File: config.mk
export PLATFORM = sky130hd
export DESIGN_NAME = multicycle_ctrl_fsm
export DESIGN_NICKNAME = d
export VERILOG_FILES = /design/src/rtl/multicycle_ctrl_fsm.sv
export SDC_FILE = /design/constraint.sdc
export NUM_CORES = 1
export LEC_CHECK = 0
export BUFFER_PORTS_ARGS = -buffer_cell sky130_fd_sc_hd__buf_2
export CORE_MARGIN = 8
export CORE_UTILIZATION = 33
export DETAILED_ROUTE_END_ITERATION = 12
export SKIP_LAST_GASP = 1
export SLEW_MARGIN = 10
export SYNTH_ARGS = -nofsm -noshare
export SYNTH_HDL_FRONTEND = slang
export SYNTH_SLANG_ARGS = --single-unit
File: constraint.sdc
create_clock -name clk -period 1.8 [get_ports clk]
set_input_delay 0.36 -clock clk [delete_from_list [all_inputs] [get_ports clk]]
set_output_delay 0.36 -clock clk [all_outputs]
set_load 0.005 [all_outputs]
File: src/rtl/multicycle_ctrl_fsm.sv
// Multicycle RV32I control FSM: state register, retire counter and
// combinational datapath control decoded from state plus IR fields.
module multicycle_ctrl_fsm #(
  parameter bit MEM_WAIT     = 1'b1,
  parameter bit TRAP_ILLEGAL = 1'b1,
  parameter int CNT_W        = 32
) (
  input  logic             clk,
  input  logic             resetn,
  input  logic [6:0]       opcode,
  input  logic [2:0]       funct3,
  input  logic [6:0]       funct7,
  input  logic             zero,
  input  logic             lt,
  input  logic             ltu,
  input  logic             mem_ready,
  output logic [3:0]       state,
  output logic             mem_read,
  output logic             mem_write,
  output logic             ir_write,
  output logic             pc_write,
  output logic             pc_src,
  output logic             reg_write,
  output logic [1:0]       mem_to_reg,
  output logic [1:0]       alu_src_a,
  output logic [1:0]       alu_src_b,
  output logic [3:0]       alu_control,
  output logic [2:0]       imm_src,
  output logic             halted,
  output logic             illegal,
  output logic [CNT_W-1:0] instret
);

  typedef enum logic [3:0] {
    S_IF     = 4'd0,
    S_ID     = 4'd1,
    S_EX_R   = 4'd2,
    S_EX_I   = 4'd3,
    S_EX_S   = 4'd4,
    S_EX_J   = 4'd5,
    S_MEM_RD = 4'd6,
    S_MEM_WR = 4'd7,
    S_WB_ALU = 4'd8,
    S_WB_MEM = 4'd9,
    S_HALT   = 4'd10,
    S_EX_B   = 4'd11,
    S_EX_JR  = 4'd12,
    S_EX_U   = 4'd13,
    S_TRAP   = 4'd14
  } state_t;

  localparam logic [6:0] OP_LOAD   = 7'b0000011;
  localparam logic [6:0] OP_IMM    = 7'b0010011;
  localparam logic [6:0] OP_AUIPC  = 7'b0010111;
  localparam logic [6:0] OP_STORE  = 7'b0100011;
  localparam logic [6:0] OP_OP     = 7'b0110011;
  localparam logic [6:0] OP_LUI    = 7'b0110111;
  localparam logic [6:0] OP_BRANCH = 7'b1100011;
  localparam logic [6:0] OP_JALR   = 7'b1100111;
  localparam logic [6:0] OP_JAL    = 7'b1101111;
  localparam logic [6:0] OP_SYSTEM = 7'b1110011;

  localparam logic [3:0] A_AND  = 4'b0000;
  localparam logic [3:0] A_OR   = 4'b0001;
  localparam logic [3:0] A_ADD  = 4'b0010;
  localparam logic [3:0] A_XOR  = 4'b0011;
  localparam logic [3:0] A_SLL  = 4'b0100;
  localparam logic [3:0] A_SRL  = 4'b0101;
  localparam logic [3:0] A_SUB  = 4'b0110;
  localparam logic [3:0] A_SLT  = 4'b0111;
  localparam logic [3:0] A_SRA  = 4'b1000;
  localparam logic [3:0] A_SLTU = 4'b1001;

  localparam logic [2:0] IMM_I = 3'b000;
  localparam logic [2:0] IMM_S = 3'b001;
  localparam logic [2:0] IMM_B = 3'b010;
  localparam logic [2:0] IMM_U = 3'b011;
  localparam logic [2:0] IMM_J = 3'b100;

  // Illegal encodings either trap for good or fall back to fetch
  localparam state_t S_BAD = TRAP_ILLEGAL ? S_TRAP : S_IF;

  state_t     st, nxt;
  logic       rdy, retire;
  logic       mr, mw, irw, pcw, rw;
  logic       r_ok, br_ok, taken;
  logic [3:0] r_alu, i_alu;

  assign rdy = mem_ready | ~MEM_WAIT;

  always_comb begin
    r_ok  = 1'b1;
    r_alu = A_ADD;
    case ({funct7, funct3})
      10'b0000000_000: r_alu = A_ADD;
      10'b0000000_001: r_alu = A_SLL;
      10'b0000000_010: r_alu = A_SLT;
      10'b0000000_011: r_alu = A_SLTU;
      10'b0000000_100: r_alu = A_XOR;
      10'b0000000_101: r_alu = A_SRL;
      10'b0000000_110: r_alu = A_OR;
      10'b0000000_111: r_alu = A_AND;
      10'b0100000_000: r_alu = A_SUB;
      10'b0100000_101: r_alu = A_SRA;
      default:         r_ok  = 1'b0;
    endcase
  end

  always_comb begin
    i_alu = A_ADD;
    case (funct3)
      3'b000: i_alu = A_ADD;
      3'b001: i_alu = A_SLL;
      3'b010: i_alu = A_SLT;
      3'b011: i_alu = A_SLTU;
      3'b100: i_alu = A_XOR;
      3'b101: i_alu = (funct7 == 7'b0100000) ? A_SRA : A_SRL;
      3'b110: i_alu = A_OR;
      default: i_alu = A_AND;
    endcase
  end

  always_comb begin
    br_ok = 1'b1;
    taken = 1'b0;
    case (funct3)
      3'b000: taken = zero;
      3'b001: taken = ~zero;
      3'b100: taken = lt;
      3'b101: taken = ~lt;
      3'b110: taken = ltu;
      3'b111: taken = ~ltu;
      default: br_ok = 1'b0;
    endcase
  end

  always_comb begin
    nxt         = st;
    retire      = 1'b0;
    mr          = 1'b0;
    mw          = 1'b0;
    irw         = 1'b0;
    pcw         = 1'b0;
    rw          = 1'b0;
    pc_src      = 1'b0;
    mem_to_reg  = 2'b00;
    alu_src_a   = 2'b00;
    alu_src_b   = 2'b00;
    alu_control = A_ADD;
    imm_src     = IMM_I;
    unique case (st)
      S_IF: begin
        mr        = 1'b1;
        alu_src_b = 2'b10;
        if (rdy) begin
          irw = 1'b1;
          pcw = 1'b1;
          nxt = S_ID;
        end
      end
      S_ID: begin
        alu_src_a = 2'b01;
        alu_src_b = 2'b01;
        imm_src   = (opcode == OP_JAL) ? IMM_J : IMM_B;
        case (opcode)
          OP_LOAD, OP_IMM:  nxt = S_EX_I;
          OP_STORE:         nxt = S_EX_S;
          OP_OP:            nxt = S_EX_R;
          OP_BRANCH:        nxt = S_EX_B;
          OP_JAL:           nxt = S_EX_J;
          OP_JALR:          nxt = S_EX_JR;
          OP_LUI, OP_AUIPC: nxt = S_EX_U;
          OP_SYSTEM:
            nxt = (funct3 == 3'b000) ? S_HALT : S_BAD;
          default:          nxt = S_BAD;
        endcase
      end
      S_EX_R: begin
        alu_src_a   = 2'b10;
        alu_control = r_alu;
        nxt         = r_ok ? S_WB_ALU : S_BAD;
      end
      S_EX_I: begin
        alu_src_a = 2'b10;
        alu_src_b = 2'b01;
        if (opcode == OP_LOAD) begin
          nxt = S_MEM_RD;
        end else begin
          alu_control = i_alu;
          nxt         = S_WB_ALU;
        end
      end
      S_EX_S: begin
        alu_src_a = 2'b10;
        alu_src_b = 2'b01;
        imm_src   = IMM_S;
        nxt       = S_MEM_WR;
      end
      S_MEM_RD: begin
        mr = 1'b1;
        if (rdy) nxt = S_WB_MEM;
      end
      S_MEM_WR: begin
        mw = 1'b1;
        if (rdy) begin
          nxt    = S_IF;
          retire = 1'b1;
        end
      end
      S_WB_ALU: begin
        rw = 1'b1;
        if (opcode == OP_JAL || opcode == OP_JALR)
          mem_to_reg = 2'b10;
        nxt    = S_IF;
        retire = 1'b1;
      end
      S_WB_MEM: begin
        rw         = 1'b1;
        mem_to_reg = 2'b01;
        nxt        = S_IF;
        retire     = 1'b1;
      end
      S_EX_B: begin
        alu_src_a   = 2'b10;
        alu_control = A_SUB;
        imm_src     = IMM_B;
        pc_src      = 1'b1;
        pcw         = br_ok & taken;
        nxt         = br_ok ? S_IF : S_BAD;
        retire      = br_ok;
      end
      S_EX_J: begin
        imm_src = IMM_J;
        pc_src  = 1'b1;
        pcw     = 1'b1;
        nxt     = S_WB_ALU;
      end
      S_EX_JR: begin
        alu_src_a = 2'b10;
        alu_src_b = 2'b01;
        pcw       = 1'b1;
        nxt       = S_WB_ALU;
      end
      S_EX_U: begin
        imm_src   = IMM_U;
        alu_src_b = 2'b01;
        alu_src_a = (opcode == OP_LUI) ? 2'b11 : 2'b01;
        nxt       = S_WB_ALU;
      end
      S_HALT, S_TRAP: nxt = st;
      default: nxt = S_IF;
    endcase
  end

  always_ff @(posedge clk or negedge resetn) begin
    if (!resetn) begin
      st      <= S_IF;
      instret <= '0;
    end else begin
      st <= nxt;
      if (retire) instret <= instret + CNT_W'(1);
    end
  end

  // Strobes drop combinationally with reset, even mid-access
  assign mem_read  = resetn & mr;
  assign mem_write = resetn & mw;
  assign ir_write  = resetn & irw;
  assign pc_write  = resetn & pcw;
  assign reg_write = resetn & rw;

  assign state   = st;
  assign halted  = (st == S_HALT);
  assign illegal = (st == S_TRAP);

endmodule

* Word-level counts from Yosys, hierarchy flattened
Index checks and enable logic that the tools add are counted.
Word-level totals: bits in registers 36, bits of input ports 23, output and inout port bits 57
Operators by class: add/sub/neg operators 1, eq/ne operators 44, mux-type cells 32, bitwise gates (word level) 10, reduce and logical (&&, ||, !) cells 17
Operators with widths (number):
- == test 10 x 3 -> 1 bit (second input constant) | 4
- one-hot mux 4 bit (10 select lines) | 1
- one-hot mux 4 bit (9 select lines) | 1
- adder 32 x 1 -> 32 bit (second input constant) | 1
- one-hot mux 4 bit (8 select lines) | 1
- == test 4 bit (second input constant) | 7
- == test 7 x 6 -> 1 bit (second input constant) | 4
- == test 7 bit (second input constant) | 4
- 2-to-1 mux 4 bit | 7
- one-hot mux 4 bit (7 select lines) | 1
- == test 10 x 2 -> 1 bit (second input constant) | 2
- == test 10 x 9 -> 1 bit (second input constant) | 2
- == test 4 x 3 -> 1 bit (second input constant) | 4
- one-hot mux 3 bit (5 select lines) | 1
- == test 7 x 5 -> 1 bit (second input constant) | 2
- OR reduction 2 bit | 7
- == test 3 bit (second input constant) | 4
- one-hot mux 4 bit (3 select lines) | 1
- == test 10 x 1 -> 1 bit (second input constant) | 1
- logical NOT 10 bit | 1
- OR reduction 10 bit | 1
- OR reduction 5 bit | 2
- 2-to-1 mux 3 bit | 3
- == test 4 x 2 -> 1 bit (second input constant) | 2
- other kinds (19) | 40

* Logic depth before layout (Yosys ltp)
Gate-level depths: netlist of run 1.
depth in word-level cells 6, mapped depth 6, depth with buffers taken out 5

* Worst setup path before layout of run 1
OpenSTA, ideal clock, no wires.
path type in2out, start in funct7[2], end out alu_control[3], arrival time 1590 ps, required time 1440 ps, slack -150 ps, stages on the path 5, path buffers 0, cells stage by stage or4_1 > nor3_2 > and3_1 > a21oi_1 > nor3b_1
On the way: longest elaborated chain between the ends 5
Ends and longest elaborated chain:
- start: declaration | line 12 | input logic [6:0] funct7,
- == test 7 x 6 -> 1 bit | line 117 | 3'b101: i_alu = (funct7 == 7'b0100000) ? A_SRA : A_SRL;
- 2-to-1 mux 4 bit | line 117
- one-hot mux 4 bit (7 select lines) | line 111 | case (funct3)
- 2-to-1 mux 4 bit | line 186 | if (opcode == OP_LOAD) begin
- one-hot mux 4 bit (3 select lines) * | line 151 | unique case (st)
- end: declaration | line 27 | output logic [3:0] alu_control,
Every way passes the cells marked *; elsewhere a longest branch is shown, timed or not.

* Worst setup path after layout of run 1
start in funct7[6], end out alu_control[3]
Same word-level chain as after synthesis.

==> run_results.csv, run 1 <==
group,metric,value,unit
placed_design,hpwl,5.97,mm
die,die_w,103,um
route,post-route-drc-count,0,
route,routedWlPerCell,15.4,um
global_route,grt_pass1_wl,13.5,mm
cts,ctsRootBufferMaster,"clkbuf_8",
worst_setup_path,worstSetupPathType,"primary input to output port",
cells_and_area,synthToLayoutAreaGrowth,68.3,%
timing,tightest_slew,0.500,ns
die,core_area,7290,um2
timing,hold_slack,0.186,ns
die,dieArea,10600,um2
cells_and_area,final_area,4200,um2
placed_design,place_congestion,0.831,
run,drv_cap,0,
synthesis,ys_seq_area_share,36.1,%
cells_and_area,drive_gt1_share,55.4,%
synthesis,synth_nets,313,
synthesis,ys_ff_latch,36,
synthesis,synth_edf_count,0,
cts,htree_levels,2,
synthesis,synth_area,2500,um2
cts,clock-sinks,36,
worst_setup_path,critical_path_peak_fanout,4,
worst_setup_path,ff2ff_setup_slack,-0.17,ns
placed_design,place_area,3470,um2
timing,setup_ws,-0.407,ns
worst_setup_path,worst_ep_arrival_time,1.85,ns
timing,fmax,453,MHz
synthesis,synthFlopType,"dfrtp_1",
timing,hold_viol,0,
cells_and_area,insertedDiodeCount,0,
worst_setup_path,cp.required,1.44,ns
die,initial_utilization,34.2,%
route,viasPerCell,5.05,
synthesis,synthArstFlopShare,100,%
synthesis,synth_common_cells,"nand2_1, dfrtp_1, nor2_1",
route,vias,2778,
synthesis,ys_types,63,
worst_setup_path,end_kind,"output port",
outcome,violations,"negative setup slack",
cts,clk_path_buf_depth,2,
timing,min_period,2.21,ns
synthesis,synth_cells,289,
timing,post-route-period-util,123,%
timing,max-slew-margin-rel,66.3,%
synthesis,yosysMostFrequentCell,"nand2_1",
global_route,antenna_found_initial,0,
outcome,status,"finished with violations",
timing,drv_slew,0,
route,drt_iter0_markers,81,
die,rows,31,
die,die_h,103,um
placed_design,io_buffers,79,
cts,clk_pin_slew,0.08,ns
power_and_ir_drop,power_density,1090,nW/um2
worst_setup_path,r2r_end,"instret[31]$_DFFE_PN0P_",
cts,cts_tree,"built",
cts,clk_latency,0.29,ns
timing,skew,0.0121,ns
route,postRouteAntennaNets,0,
worst_setup_path,worstReg2RegStart,"state[2]$_DFFE_PN0P_",
die,ios,80,
worst_setup_path,cp-start-kind,"primary input",
global_route,grt_pass1_vias,2785,
route,wl,8.46,mm
route,firstDrtPassIters,4,
synthesis,yosys.area.top_type_share,36.1,%
hold_path,hold_path_class,"primary input to async pin",
synthesis,yosysTopAreaCell,"dfrtp_1",
synthesis,synth.area.top_cells,"dfrtp_1, xnor2_1, nand2_1",
synthesis,avgSynthCellArea,8.64,um2
power_and_ir_drop,p_leak,0.00201,uW
power_and_ir_drop,ir_worst_vdd,0.550,mV
timing,tns,-4.21,ns
timing,rsz0062_at_grt,"yes",
global_route,globalRouteTotalUtil,15.9,%
timing,setup_viol,29,
global_route,grt_max_degree,21,
worst_setup_path,r2r_cells,8,
synthesis,ys_warn_count,0,
cells_and_area,fin_nets,474,
power_and_ir_drop,total_power,4600,uW
cells_and_area,fin_util,57.6,%
cts,numCtsBuffers,5,
global_route,overflow,0,
[worst max-delay path by stage]
stage / start / to / slack [ns] / depth (start not counted)
after CTS: funct7[6] / alu_control[3] / -0.38 / 7
after floorplan: funct7[2] / alu_control[3] / -0.12 / 5
after global routing: state[2]$_DFFE_PN0P_ / alu_control[3] / -0.46 / 6
final: funct7[6] / alu_control[3] / -0.41 / 7
after detailed placement: funct7[2] / alu_control[3] / -0.47 / 7
after global placement: funct7[2] / alu_control[3] / -0.47 / 7
[cells in the final DEF, fill, tap and decap left out, types with 3 or more instances in the layout]
cell,netlist,routed
nor3_1,8,3
nand3_1,14,9
nand2_2,0,5
xor2_1,14,14
inv_1,7,4
buf_2,1,76
a21oi_1,9,7
a211oi_2,0,3
nand2_4,0,3
o21ai_1,2,3
clkbuf_8,2,5
nor3_4,0,3
buf_6,0,19
o21ai_0,15,12
nand4_1,9,9
and3_1,7,4
nand2_1,38,30
xnor2_1,21,20
a2111oi_4,1,3
dfrtp_1,36,34
nor3_2,1,3
and3_4,1,4
nor2_4,0,5
buf_4,0,68
nor2_1,30,21
nand3_2,0,5
nor2_2,0,4
[cell families (layout without fill, tap and decap cells)]
logic type               Yosys count  after routing  synth area share [%]
AND/OR/NAND/NOR                  139            139                  29.4
AO/OA/AOI/OAI                     54             54                  16.4
flip-flops                        36             36                  36.1
XOR/XNOR                          35             35                  12.3
buffers and inverters             21            183                  4.01
multiplexers                       3              3                  1.30
adder cells (fa/ha/maj)            1              1                 0.501
[worst max-delay path, cell delays in order]
cell and delay, ns:
buf_6 0.09, or4_4 0.53, nor3_4 0.19, and3_4 0.25, a21oi_2 0.07, nor3b_2 0.22
buf_2 0.15
[layout make-up]
class	count	area [um2]
multi-input combinational	232	1850
inverter	8	43.8
clock buffer	5	68.8
fill	698	3090
sequential	36	903
clock inverter	3	42.5
tap	99	124
timing repair buffer	167	1170
[per-stage QoR]
step / cells / setup slack (ns)
CTS: 542 / -0.384
finish: 550 / -0.407
detailed placement: 521 / -0.466
global route: 550 / -0.460
floorplan: 289 / -0.116
global placement: 521 / -0.470
[state kept, by name, summed over array words and instances, names as in the netlist]
| signal | flops |
|---|---|
| state | 4 |
| instret | 32 |
[metal layers]
layer | share of wire, % | track usage (%) | vias up
met2 | 47 | 25.8 | 72
met5 | 0 | 0 | -
met1 | 46 | 20.6 | 1336
met3 | 6.5 | 4.12 | 9
met4 | 1.0 | 3.11 | 0
li1 | - | - | 1361
[what timing repair did]
action	4_1_cts	5_1_grt
pin swaps	19	20
hold buffers	1	0
hold endpoints to repair	3	0
cloned	0	0
buffers inserted	14	10
resized for setup	52	57
endpoints found under the setup margin	36	52
[report_power, final]
| part | total, uW | internal (uW) | switching, uW |
|---|---|---|---|
| Sequential | 1030 | 914 | 119 |
| Combinational | 2840 | 1430 | 1410 |
| Clock | 726 | 410 | 316 |
| Total | 4600 | 2750 | 1850 |
No activity file was read; power rests on OpenSTA's default activity.
==> inputs of run 2 (changes only) <==
- ABC_AREA: default -> 1
- CORE_ASPECT_RATIO: default -> 0.5
==> run 2 against run 1 <==
  * The flow still finishes with violations (negative setup slack)
  * Global-route usage shrank 0.86 points
  * Largest power group is now the clock network
  * Power fell by 58%
  * Flip-flop and latch count stayed put
  * Critical path depth grew 1
  * Die area increased by 15%
  * Fmax up 17%
  * Final cell count rose by 28%
  * Synthesized cell count rose by 61%
  * Highest routed layer unchanged
==> run_results.csv, run 2 <==
group,metric,value,unit
cts,clk_path_buf_depth,2,
die,die_w,148,um
cts,numCtsBuffers,5,
cells_and_area,drive_gt1_share,29.5,%
cells_and_area,most-common-layout-cells,"nand2_1, buf_2, nor2_1",
cts,ctsHoldBuffers,0,
synthesis,yosysMostFrequentCell,"nand2_1",
global_route,use_met2,26.4,%
route,postRouteAntennaNets,0,
timing,setup_ws,-0.0866,ns
power_and_ir_drop,ir_worst_vdd,0.365,mV
die,ios,80,
synthesis,synth_common_cells,"nand2_1, nor2_1, inv_1",
die,die_h,82.2,um
worst_setup_path,cp.required,1.44,ns
synthesis,synth.area.top_cells,"dfrtp_1, nand2_1, nor2_1",
synthesis,yosysTopAreaCell,"dfrtp_1",
route,post-route-drc-count,0,
global_route,grt-busiest-layer,"met2",
timing,tightest_slew,0.466,ns
global_route,grt_pass1_vias,3251,
run,drv_cap,0,
global_route,use_met3,3.86,%
global_route,grt_max_degree,37,
synthesis,avgSynthCellArea,6.21,um2
timing,fmax,530,MHz
placed_design,hpwl,7.31,mm
worst_setup_path,critical_path_peak_fanout,4,
power_and_ir_drop,power_frac_clock,51.0,%
timing,setup_viol,7,
route,firstDrtPassIters,4,
timing,hold_slack,0.147,ns
timing,tns,-0.326,ns
synthesis,yosys.area.top_type_share,31.1,%
power_and_ir_drop,sw_frac_of_total,21.4,%
placed_design,io_buffers,79,
timing,skew,0.00718,ns
cells_and_area,fillers,904,
route,routedWlPerCell,12.8,um
route,viasPerCell,4.66,
power_and_ir_drop,p_leak,0.00212,uW
synthesis,synth_edf_count,0,
route,vias,3288,
cells_and_area,largest_register_ffs,32,
timing,post-route-period-util,105,%
die,core_area,8620,um2
timing,max-slew-margin-rel,68.9,%
synthesis,synth_area,2900,um2
hold_path,hold_path_class,"primary input to async pin",
synthesis,synthFlopType,"dfrtp_1",
die,dieArea,12200,um2
cells_and_area,fin_util,46.1,%
cts,clock-sinks,36,
timing,hold_viol,0,
outcome,status,"finished with violations",
die,rows,24,
placed_design,place_congestion,0.952,
power_and_ir_drop,p_sw,412,uW
global_route,grt_pass1_wl,15.1,mm
synthesis,ys_warn_count,0,
global_route,antenna_found_initial,0,
cells_and_area,synthToLayoutAreaGrowth,37.2,%
worst_setup_path,ff2ff_setup_slack,0.15,ns
timing,rsz0062_at_grt,"yes",
outcome,violations,"negative setup slack",
power_and_ir_drop,power_density,484,nW/um2
power_and_ir_drop,p_int,1510,uW
cts,cts_tree,"built",
cts,htree_levels,2,
cells_and_area,insertedDiodeCount,0,
timing,min_period,1.89,ns
route,wl,9.06,mm
worst_setup_path,worstSetupPathType,"flop to output port",
synthesis,ys_types,34,
synthesis,synth_nets,490,
worst_setup_path,cp-start-kind,"flop",
global_route,globalRouteTotalUtil,15.0,%
synthesis,ys_seq_area_share,31.1,%
worst_setup_path,end_kind,"output port",
cts,ctsRootBufferMaster,"clkbuf_16",
cts,clk_pin_slew,0.06,ns
worst_setup_path,worst_ep_arrival_time,1.53,ns
cells_and_area,fin_nets,612,
power_and_ir_drop,p_seq_share,42.1,%
synthesis,synthArstFlopShare,100,%
synthesis,ys_ff_latch,36,
cells_and_area,layout_commonest_cell,"nand2_1",
power_and_ir_drop,comb_power_share,6.9,%
cells_and_area,regMostFlops,"instret",
route,drt_iter0_markers,194,
power_and_ir_drop,total_power,1920,uW
synthesis,synth_cells,466,
global_route,met1_usage,18.3,%
cts,clk_latency,0.28,ns
die,initial_utilization,33.6,%
timing,drv_slew,0,
global_route,overflow,0,
[run 2: cell types whose count changed after synthesis, moves of 5 or more]
cell and delta:
nor3_1 +8, inv_1 +47, and3_1 -6, clkbuf_1 -8, nor2_1 +46, xnor2_1 -13
nand2_1 +137, nand3b_1 +5
[run 2: layout make-up]
class	count	area [um2]	area share (%)
well taps	117	146	3.69
inverters	55	210	5.29
repair buffers	118	688	17.3
flip-flops and latches	36	903	22.7
clock inverters	3	42.5	1.07
multi-input cells	372	1860	46.7
clock buffers	5	125	3.15
[run 2: worst max-delay path: stages (launching register included)]
cell and delay [ns]:
dfrtp_2 0.43, nand2_2 0.08, nor2_2 0.11, inv_2 0.06, a21oi_2 0.12, o21a_1 0.17, nand2_1 0.06, o211ai_1 0.08
buf_2 0.14
[run 2: per-layer routing]
metal	share of wire (%)	vias up
li1	-	1714
met1	46	1490
met2	46	75
met3	6.0	9
met4	1.1	0
met5	0	-
[run 2: cells by family after synthesis]
group | share of synthesized area, %
buffers and inverters | 7.74
AND/OR/NAND/NOR | 47.1
flip-flops | 31.1
XOR/XNOR | 7.56
AO/OA/AOI/OAI | 6.05
adder cells (fa/ha/maj) | 0.432
[run 2: power groups by stage]
| stage | registers, uW | clock network [uW] | logic [uW] |
|---|---|---|---|
| floorplan | 824 | 0 | 45.6 |
| global placement | 824 | 0 | 131 |
| detailed placement | 824 | 0 | 130 |
| CTS | 809 | 1010 | 132 |
| global route | 809 | 1060 | 151 |
| finish | 809 | 980 | 133 |
[run 2: through the flow]
stage,instance area [um2],setup WS (ns),cells
2_1_floorplan,2900,0.209,466
3_3_place_gp,3640,-0.0375,689
3_5_place_dp,3640,-0.0492,689
4_1_cts,3920,-0.103,703
5_1_grt,3970,-0.194,706
6_report,3970,-0.0866,706
[run 2: repair_timing]
item / in CTS / in global routing
setup buffers: 6 / 3
pin swaps: 2 / 2
endpoints found under the setup margin: 15 / 18
resized for setup: 28 / 11
[run 2: worst paths after layout]
kind / depth (start not counted) / start / to
max in group asynchronous: 2 / resetn / state[1]$_DFFE_PN0P_
min in group clk: 4 / mem_ready / state[0]$_DFFE_PN0P_
setup / recovery: 8 / state[1]$_DFFE_PN0P_ / alu_control[2]
hold / removal: 2 / resetn / instret[5]$_DFFE_PN0P_
setup reg to reg: 9 / state[1]$_DFFE_PN0P_ / instret[13]$_DFFE_PN0P_
hold reg to reg: 2 / instret[31]$_DFFE_PN0P_ / instret[31]$_DFFE_PN0P_
